$ cat src/rtl/warp_scanseq.sv
// Frame scan sequencer: walks an hres x vres frame in raster order and presents
// destination/source coordinates through a ready/next handshake. WARP_SCANSEQ_ABORT_EN adds abort.
module warp_scanseq (
   input  logic        clk_i,
   input  logic        rst_i,
   input  logic        start_i,
   input  logic [10:0] hres_i,
   input  logic [10:0] vres_i,
   input  logic [10:0] dx_i,
   input  logic [10:0] dy_i,
   output logic [10:0] td_x_o,
   output logic [10:0] td_y_o,
   output logic [10:0] ts_x_o,
   output logic [10:0] ts_y_o,
   output logic        t_ready_o,
   input  logic        t_next_i,
`ifdef WARP_SCANSEQ_ABORT_EN
   input  logic        abort_i,
`endif
   output logic        busy_o,
   output logic        done_o
);

   typedef enum logic [0:0] {StIdle, StRun} state_e;

   state_e      state_q, state_d;
   logic [10:0] hres_q, hres_d;
   logic [10:0] vres_q, vres_d;
   logic [10:0] dx_q, dx_d;
   logic [10:0] dy_q, dy_d;
   logic [10:0] x_q, x_d;
   logic [10:0] y_q, y_d;
   logic [10:0] ts_x_q, ts_x_d;
   logic [10:0] ts_y_q, ts_y_d;
   logic        done_q, done_d;

   logic        abort_w;
   logic        x_last, y_last;
   logic [10:0] x_adv, y_adv;

`ifdef WARP_SCANSEQ_ABORT_EN
   assign abort_w = abort_i;
`else
   assign abort_w = 1'b0;
`endif

   assign x_last = (x_q == hres_q - 11'd1);
   assign y_last = (y_q == vres_q - 11'd1);

   always_comb begin
      state_d = state_q;
      hres_d  = hres_q;
      vres_d  = vres_q;
      dx_d    = dx_q;
      dy_d    = dy_q;
      x_d     = x_q;
      y_d     = y_q;
      ts_x_d  = ts_x_q;
      ts_y_d  = ts_y_q;
      done_d  = 1'b0;

      if (x_last) begin
         x_adv = 11'd0;
         y_adv = y_q + 11'd1;
      end else begin
         x_adv = x_q + 11'd1;
         y_adv = y_q;
      end

      unique case (state_q)
         StIdle: begin
            if (start_i) begin
               hres_d = hres_i;
               vres_d = vres_i;
               dx_d   = dx_i;
               dy_d   = dy_i;
               if ((hres_i == 11'd0) || (vres_i == 11'd0)) begin
                  done_d = 1'b1;
               end else begin
                  state_d = StRun;
                  x_d     = 11'd0;
                  y_d     = 11'd0;
                  ts_x_d  = dx_i;
                  ts_y_d  = dy_i;
               end
            end
         end
         StRun: begin
            // Abort takes priority over a simultaneous transfer.
            if (abort_w) begin
               state_d = StIdle;
            end else if (t_next_i) begin
               if (x_last && y_last) begin
                  state_d = StIdle;
                  done_d  = 1'b1;
               end else begin
                  x_d    = x_adv;
                  y_d    = y_adv;
                  ts_x_d = x_adv + dx_q;
                  ts_y_d = y_adv + dy_q;
               end
            end
         end
         default: state_d = StIdle;
      endcase
   end

   always_ff @(posedge clk_i) begin
      if (rst_i) begin
         state_q <= StIdle;
         hres_q  <= '0;
         vres_q  <= '0;
         dx_q    <= '0;
         dy_q    <= '0;
         x_q     <= '0;
         y_q     <= '0;
         ts_x_q  <= '0;
         ts_y_q  <= '0;
         done_q  <= 1'b0;
      end else begin
         state_q <= state_d;
         hres_q  <= hres_d;
         vres_q  <= vres_d;
         dx_q    <= dx_d;
         dy_q    <= dy_d;
         x_q     <= x_d;
         y_q     <= y_d;
         ts_x_q  <= ts_x_d;
         ts_y_q  <= ts_y_d;
         done_q  <= done_d;
      end
   end

   assign td_x_o    = x_q;
   assign td_y_o    = y_q;
   assign ts_x_o    = ts_x_q;
   assign ts_y_o    = ts_y_q;
   assign t_ready_o = (state_q == StRun);
   assign busy_o    = (state_q == StRun);
   assign done_o    = done_q;

endmodule

$ cat config.mk
export PLATFORM = sky130hd
export DESIGN_NAME = warp_scanseq
export DESIGN_NICKNAME = d
export VERILOG_FILES = /design/src/rtl/warp_scanseq.sv
export SDC_FILE = /design/constraint.sdc
export NUM_CORES = 1
export LEC_CHECK = 0
export ABC_AREA = 1
export CAP_MARGIN = 15
export CORE_MARGIN = 8
export CORE_UTILIZATION = 25
export CTS_BUF_LIST = sky130_fd_sc_hd__clkbuf_4
export DETAILED_ROUTE_END_ITERATION = 12
export GPL_TIMING_DRIVEN = 0
export SETUP_SLACK_MARGIN = 0.3
export SLEW_MARGIN = 20
export SYNTH_ARGS = -nofsm -noshare
export SYNTH_HDL_FRONTEND = slang
export SYNTH_SLANG_ARGS = --single-unit
$ cat constraint.sdc
create_clock -name clk_i -period 5 [get_ports clk_i]
set_input_delay 1 -clock clk_i [delete_from_list [all_inputs] [get_ports clk_i]]
set_output_delay 1 -clock clk_i [all_outputs]
set_load 0.02 [all_outputs]
## After elaboration in Yosys (flattened, before gate mapping)

Cells that the tools add are included.

| word-level totals | value |
|---|---|
| memories | 0 |
| bits of input ports | 48 |
| bits in read-only memories | 0 |
| bits in latches | 0 |
| RAM bits | 0 |
| flip-flop bits (word level) | 90 |
| logic and storage cells | 59 |

| cells by class | value |
|---|---|
| equality and inequality tests | 6 |
| shift operators | 0 |
| $lt $le $gt $ge | 0 |
| mux-type cells | 30 |
| divide/modulo/power cells | 0 |
| add/subtract/negate cells | 6 |
| reduce and logical (&&, ||, !) cells | 6 |
| bitwise logic cells | 1 |
| multiply operators | 0 |

Operators with widths:

| operator | number |
|---|---|
| $mux 11 | 16 |
| $pmux 11 s2 | 4 |
| $add 11x1->11 const B | 2 |
| $add 11x11->11 | 2 |
| $eq 11x11->1 | 2 |
| $logic_not 11->1 | 2 |
| $sub 11x1->11 const B | 2 |
| $mux 1 | 8 |
| $ne 2x2->1 const B | 4 |
| $pmux 1 s2 | 2 |
| $reduce_and 4->1 | 1 |
| $reduce_and 2->1 | 1 |
| $logic_and 1x1->1 | 1 |
| $logic_or 1x1->1 | 1 |
| $not 1->1 | 1 |

## Longest topological paths before layout

| logic depth | value |
|---|---|
| depth in word-level cells | 7 |
| depth in mapped cells | 30 |

## Worst setup path after synthesis

Ideal clock, no wire load.

| timing path | value |
|---|---|
| path kind | register to register |
| start | register hres_q[0] |
| end | register ts_y_q[10] (netlist: ts_y_o[10]) |
| required time | 4.869 ns |
| library setup time | 0.131 ns |
| stages on the path, launching flop included | 29 |
| path slack | 1.349 ns |
| clock period less this slack | 3.651 ns |
| arrival time | 3.520 ns |
| path through | dfxtp_1 -> inv_2 -> ha_1 -> nand2_1 -> nand2_1 -> nor2_1 -> nand3_1 -> nor2_2 -> nand2_1 -> nor2_2 -> nand3_4 -> inv_2 -> buf_6 -> nand4_4 -> nor2_4 -> nand2_1 -> xor2_1 -> inv_1 -> ha_1 -> a21oi_1 -> a21boi_0 -> o21ai_0 -> a21oi_1 -> o21ba_2 -> xnor2_1 -> a21oi_1 -> o21ai_0 -> o211ai_1 -> a21oi_1 |

| between the ends | value |
|---|---|
| longest elaborated chain between the ends | 7 |
| elaborated cells on any way between the ends | 10 |

RTL lines:

| what | RTL line | source |
|---|---|---|
| from (decl) | 27 | `logic [10:0] hres_q, hres_d;` |
| from (signal assigned) | 122 | `hres_q <= hres_d;` |
| $sub 11x1->11 * | 47 | `assign x_last = (x_q == hres_q - 11'd1);` |
| $eq 11x11->1 * | 47 |  |
| $mux 11 | 62 | `if (x_last) begin` |
| $add 11x11->11 | 100 | `ts_y_d = y_adv + dy_q;` |
| $mux 11 | 93 | `if (x_last && y_last) begin` |
| $mux 11 | 92 | `end else if (t_next_i) begin` |
| $pmux 11 s2 | 70 | `unique case (state_q)` |
| to (signal assigned) | 129 | `ts_y_q <= ts_y_d;` |
| to (decl) | 34 | `logic [10:0] ts_y_q, ts_y_d;` |

Every way passes the cells marked *; elsewhere a longest branch is shown, timed or not. The select of a mux whose other input is x is not followed.
A chain may end at the register's enable or synchronous reset.

## Worst setup path after layout

| timing path | value |
|---|---|
| start | register hres_q[1] |
| end | register ts_y_q[10] (netlist: ts_y_o[10]) |

Same word-level chain as after synthesis.

==> summary.md <==
The leakage component of the power came out at 3.00 nW. The floorplan step defined a core boundary enclosing 0.0226 mm^2. The total power draw was 1.67 mW; the via count of the first global-routing pass was 5591. The proportion of synthesized flip-flops having asynchronous set or reset is 0%. The aggregate routed wire length is 20.0 mm. The flow ran to the end, and the final reports show no timing, DRC or antenna violations. The run gives 0 as the number of warnings printed during yosys synthesis. The tools report the sort of element at the start of the critical path as a flop. The classification of the worst setup path was flop to flop. At the pin with the least slew margin, the transition time is 0.670 ns. The largest family of logic cells by synthesized area was simple AND/OR/NAND/NOR gates.

The placed wire-length estimate after detailed placement is 15.7 mm, and the hold violation total from the final report is 0. Entering global routing, the biggest net connects 15 pins. Critical register-to-register path endpoint: ts_y_o[10]. The final cycle utilization of the critical path is 83.4%. The number of H-tree branching levels is 3.

The final critical path time including I/O delays and setup was 4.17 ns; the die width was 167 um. Global route total overflow: 0. For the worst flop-to-flop path, the logic depth is 27.

The post-CTS setup buffer count is 0. After Yosys synthesis, and, or, nand and nor cells account for 30.0% of the synthesized area. In the final routed layout, each cell accounts on average for 16.2 um. The tightest min-delay check is of the flop to flop type. The net count of the finished layout is 1018. The required arrival time at the worst endpoint is 5.37 ns, and the synthesized instance count is 840. Setup violations remaining at the end of the flow were counted as 0. The die covers 0.0280 mm^2. The number of hold buffers added after CTS was 0.

The tree is rooted in a sky130_fd_sc_hd__clkbuf_4. The fraction of the mapped netlist area in compound gates works out to 17.1%. For this run, design rule violations remaining after detail routing come to 0. The tools report the capture endpoint of the worst hold path as dy_q[0]. The final weighted congestion in routability-driven placement came out at 0.868. For this run, the leading register cell type out of synthesis is sky130_fd_sc_hd__dfxtp_1. Max-cap violations in this run came to 0.

The register bit total from synthesis was 90. The layout has 2468 filler cells. Sequential elements use 31.4% of the synthesized area.

After the first detailed-routing iteration, the DRC count stood at 369. The die is 167 um tall. The clock tree buffer depth was 2. The share of final-layout standard cells stronger than drive strength 1 is 8.11%. Setup repair after global routing left no endpoint under its margin. Summing over every cut layer, the via total after detailed routing is 5734. Global routing consumed, over all layers together, 14.3% of the routing resources. On the final layout, the worst clock skew is 0.0158 ns.

Port buffering added 94 buffers. For the initial cell density of the core, the log shows 25.4%. Clock edge transition at the registers on the reported setup and hold paths: 0.15 ns. Final hold analysis gives a worst-case slack of 0.487 ns. The tools report the critical path capture point type as a flop. Across the VDD grid, the largest voltage drop is 0.107 mV.

Clock tree synthesis inserted a total of 9 buffers. The area share of fa/ha/maj cells after synthesis is 5.71%. The worst hold path begins at dy_q[0].

The floorplan has 55 rows. In this run the remaining antenna-violating nets after routing total 0. After Yosys synthesis, XOR and XNOR cells account for 6.39% of the synthesized area. The initial antenna violation count was 0.

The run gives 95 as the number of top-level pins. The final max-slew violation count was 0. The later pin in the worst-skew pair is clocked with a latency of 0.48 ns. The clock drives 90 sinks. In this run the power density over the cells is 234 mW/mm^2. From synthesis to final layout, the design area changed by 25.0%. Count of distinct cell types in the synthesized netlist: 46. Along the worst path, the maximum fanout reaches 10. The global-route wire length before repair is 31.6 mm. The detailed-route vias per instance was 4.64.

The first detailed-routing pass ran for 5 iterations. The per-instance average area after synthesis works out to 6.83 um^2. In this run the critical register-to-register path is launched from hres_q[1]. Counting instances, the worst hold path has a depth of 2. Derived from the worst setup path, the maximum achievable clock frequency is 0.240 GHz. TritonCTS built the clock tree.

The logs give 0 for the post-CTS resize count and 913 for the post-synth net total. Counting flops with a built-in enable in the synthesized netlist gives 0. The logs give 0.83 ns for the slack of the worst reg-to-reg path and 0.830 ns for the smallest setup slack after layout. The mapped cell area is 0.00574 mm^2, and the final sum of negative setup slack is 0 ns. The signal arrival time at the worst endpoint came out at 4.54 ns. In this run the tightest slew margin relative to its limit is 55.3%.

In the synthesized netlist, mux cells make up 0.196% of the area. OpenSTA, run right after detailed placement, puts the worst setup slack at 0.722 ns.
==> power by group <==
part           switching, mW  leakage, nW  total (mW)  internal, mW
Clock                  0.277       0.0722       0.424         0.147
Sequential            0.0364        0.740       0.801         0.765
Combinational          0.272         2.19       0.450         0.177
==> synthesized netlist by cell type (all sizes together), types with 7 or more instances <==
master / count / share of area [%]
nor3: 14 / 1.4
dfxtp: 90 / 31
nand4: 9 / 1.2
clkbuf: 18 / 1.2
buf: 14 / 1.9
o21ai: 64 / 5.6
xor2: 32 / 5.0
ha: 23 / 5.0
nand2: 216 / 15
nor2: 80 / 6.0
inv: 85 / 5.6
nand3: 49 / 5.1
a31oi: 7 / 0.76
a21oi: 97 / 8.7
xnor2: 9 / 1.4
==> cells in the final DEF, fill, tap and decap left out, types with 3 or more instances in the layout <==
cell                              Yosys  layout
sky130_fd_sc_hd__o211ai_1             4       4
sky130_fd_sc_hd__o21ai_1              3       4
sky130_fd_sc_hd__inv_2                8       8
sky130_fd_sc_hd__nand4_1              8       8
sky130_fd_sc_hd__nor2_1              71      71
sky130_fd_sc_hd__clkbuf_4             0       9
sky130_fd_sc_hd__xnor2_1              9       9
sky130_fd_sc_hd__a21oi_1             94      94
sky130_fd_sc_hd__nand2_1            201     201
sky130_fd_sc_hd__buf_4                5       5
sky130_fd_sc_hd__a211oi_1             4       4
sky130_fd_sc_hd__buf_2                5       5
sky130_fd_sc_hd__clkinv_1             0       3
sky130_fd_sc_hd__clkbuf_1            17      17
sky130_fd_sc_hd__buf_6                4       4
sky130_fd_sc_hd__xor2_1              31      31
sky130_fd_sc_hd__nand2_2             13      13
sky130_fd_sc_hd__clkdlybuf4s50_1      0      94
sky130_fd_sc_hd__nand3_2              4       4
sky130_fd_sc_hd__nand3_1             43      43
sky130_fd_sc_hd__inv_1               77      77
sky130_fd_sc_hd__o21ai_0             61      60
sky130_fd_sc_hd__nor2_2               5       5
sky130_fd_sc_hd__a21oi_2              3       3
sky130_fd_sc_hd__nor2_4               4       4
sky130_fd_sc_hd__ha_1                23      23
sky130_fd_sc_hd__nor3_1              12      12
sky130_fd_sc_hd__a31oi_1              7       7
sky130_fd_sc_hd__dfxtp_1             90      90
sky130_fd_sc_hd__nor4_1               6       6
==> layer usage <==
layer | track usage [%] | vias up | part of all wire [%]
met1 | 19.9 | 2618 | 51
met4 | 2.48 | 0 | 0.64
met2 | 21.8 | 144 | 42
li1 | - | 2963 | -
met5 | 0.723 | - | 0
met3 | 4.00 | 9 | 6.4
==> stage by stage <==
| step | area, um^2 | cells | util [%] |
|---|---|---|---|
| final | 7170 | 1236 | 31.8 |
| after global placement | 7030 | 1219 | 31.2 |
| after floorplan | 5740 | 840 | - |
| after global routing | 7170 | 1235 | 31.7 |
| after detailed placement | 7030 | 1219 | 31.2 |
| after CTS | 7160 | 1235 | 31.7 |
==> worst max-delay path, stage by stage, from the launching register on <==
cell,delay (ns)
sky130_fd_sc_hd__dfxtp_1,0.33
sky130_fd_sc_hd__inv_1,0.12
sky130_fd_sc_hd__ha_1,0.24
sky130_fd_sc_hd__nand2_1,0.12
sky130_fd_sc_hd__nor2_2,0.20
sky130_fd_sc_hd__nand3_1,0.16
sky130_fd_sc_hd__nand3_2,0.12
sky130_fd_sc_hd__nand2_1,0.06
sky130_fd_sc_hd__nor2_1,0.16
sky130_fd_sc_hd__nand3_4,0.15
sky130_fd_sc_hd__inv_2,0.09
sky130_fd_sc_hd__buf_6,0.15
sky130_fd_sc_hd__nand4_4,0.11
sky130_fd_sc_hd__nor2_4,0.13
sky130_fd_sc_hd__nand2_1,0.07
sky130_fd_sc_hd__xor2_1,0.13
sky130_fd_sc_hd__inv_1,0.09
sky130_fd_sc_hd__ha_1,0.34
sky130_fd_sc_hd__a21oi_1,0.07
sky130_fd_sc_hd__a21boi_2,0.17
sky130_fd_sc_hd__o21ai_1,0.20
sky130_fd_sc_hd__a21oi_1,0.10
sky130_fd_sc_hd__o21ba_2,0.21
sky130_fd_sc_hd__xnor2_1,0.13
sky130_fd_sc_hd__a21oi_1,0.11
sky130_fd_sc_hd__o21ai_0,0.09
sky130_fd_sc_hd__o211ai_1,0.12
sky130_fd_sc_hd__a21oi_1,0.08
==> cell families (layout without fill, tap and decap cells) <==
kind of cell / Yosys count / in the layout
simple gates: 380 / 380
compound gates: 183 / 183
buf+inv: 120 / 230
flops: 90 / 90
xor+xnor: 41 / 41
fa+ha+maj: 25 / 25
mux: 1 / 1
other cells: 0 / 1
==> cell type report <==
cell class,instances,area (um^2),area share (%)
clock inverters,7,60.1,0.838
well taps,285,357,4.97
plain buffers,35,209,2.91
flip-flops and latches,90,1800,25.1
multi-input cells,630,3410,47.6
clock buffers,9,67.6,0.943
inverters,85,319,4.45
diodes,1,2.50,0.0349
repair buffers,94,941,13.1
==> flip-flops by register name (all words and copies together) (netlist names), 11 cells and up <==
name / count
dx_q: 11
dy_q: 11
hres_q: 11
td_x_o: 11
td_y_o: 11
ts_x_o: 11
ts_y_o: 11
vres_q: 11
==> worst max path at each step <==
stage / end / slack (ns) / from / cells past startpoint
finish: ts_y_o[10] / 0.83 / hres_q[1] / 27
global route: ts_y_o[10] / 0.31 / hres_q[0] / 29
CTS: ts_y_o[10] / 0.69 / hres_q[0] / 27
detailed placement: ts_y_o[10] / 0.72 / hres_q[1] / 25
global placement: ts_y_o[10] / 0.76 / hres_q[1] / 25
floorplan: ts_y_o[10] / 1.35 / hres_q[0] / 28
(Power assumes the default switching activity.)
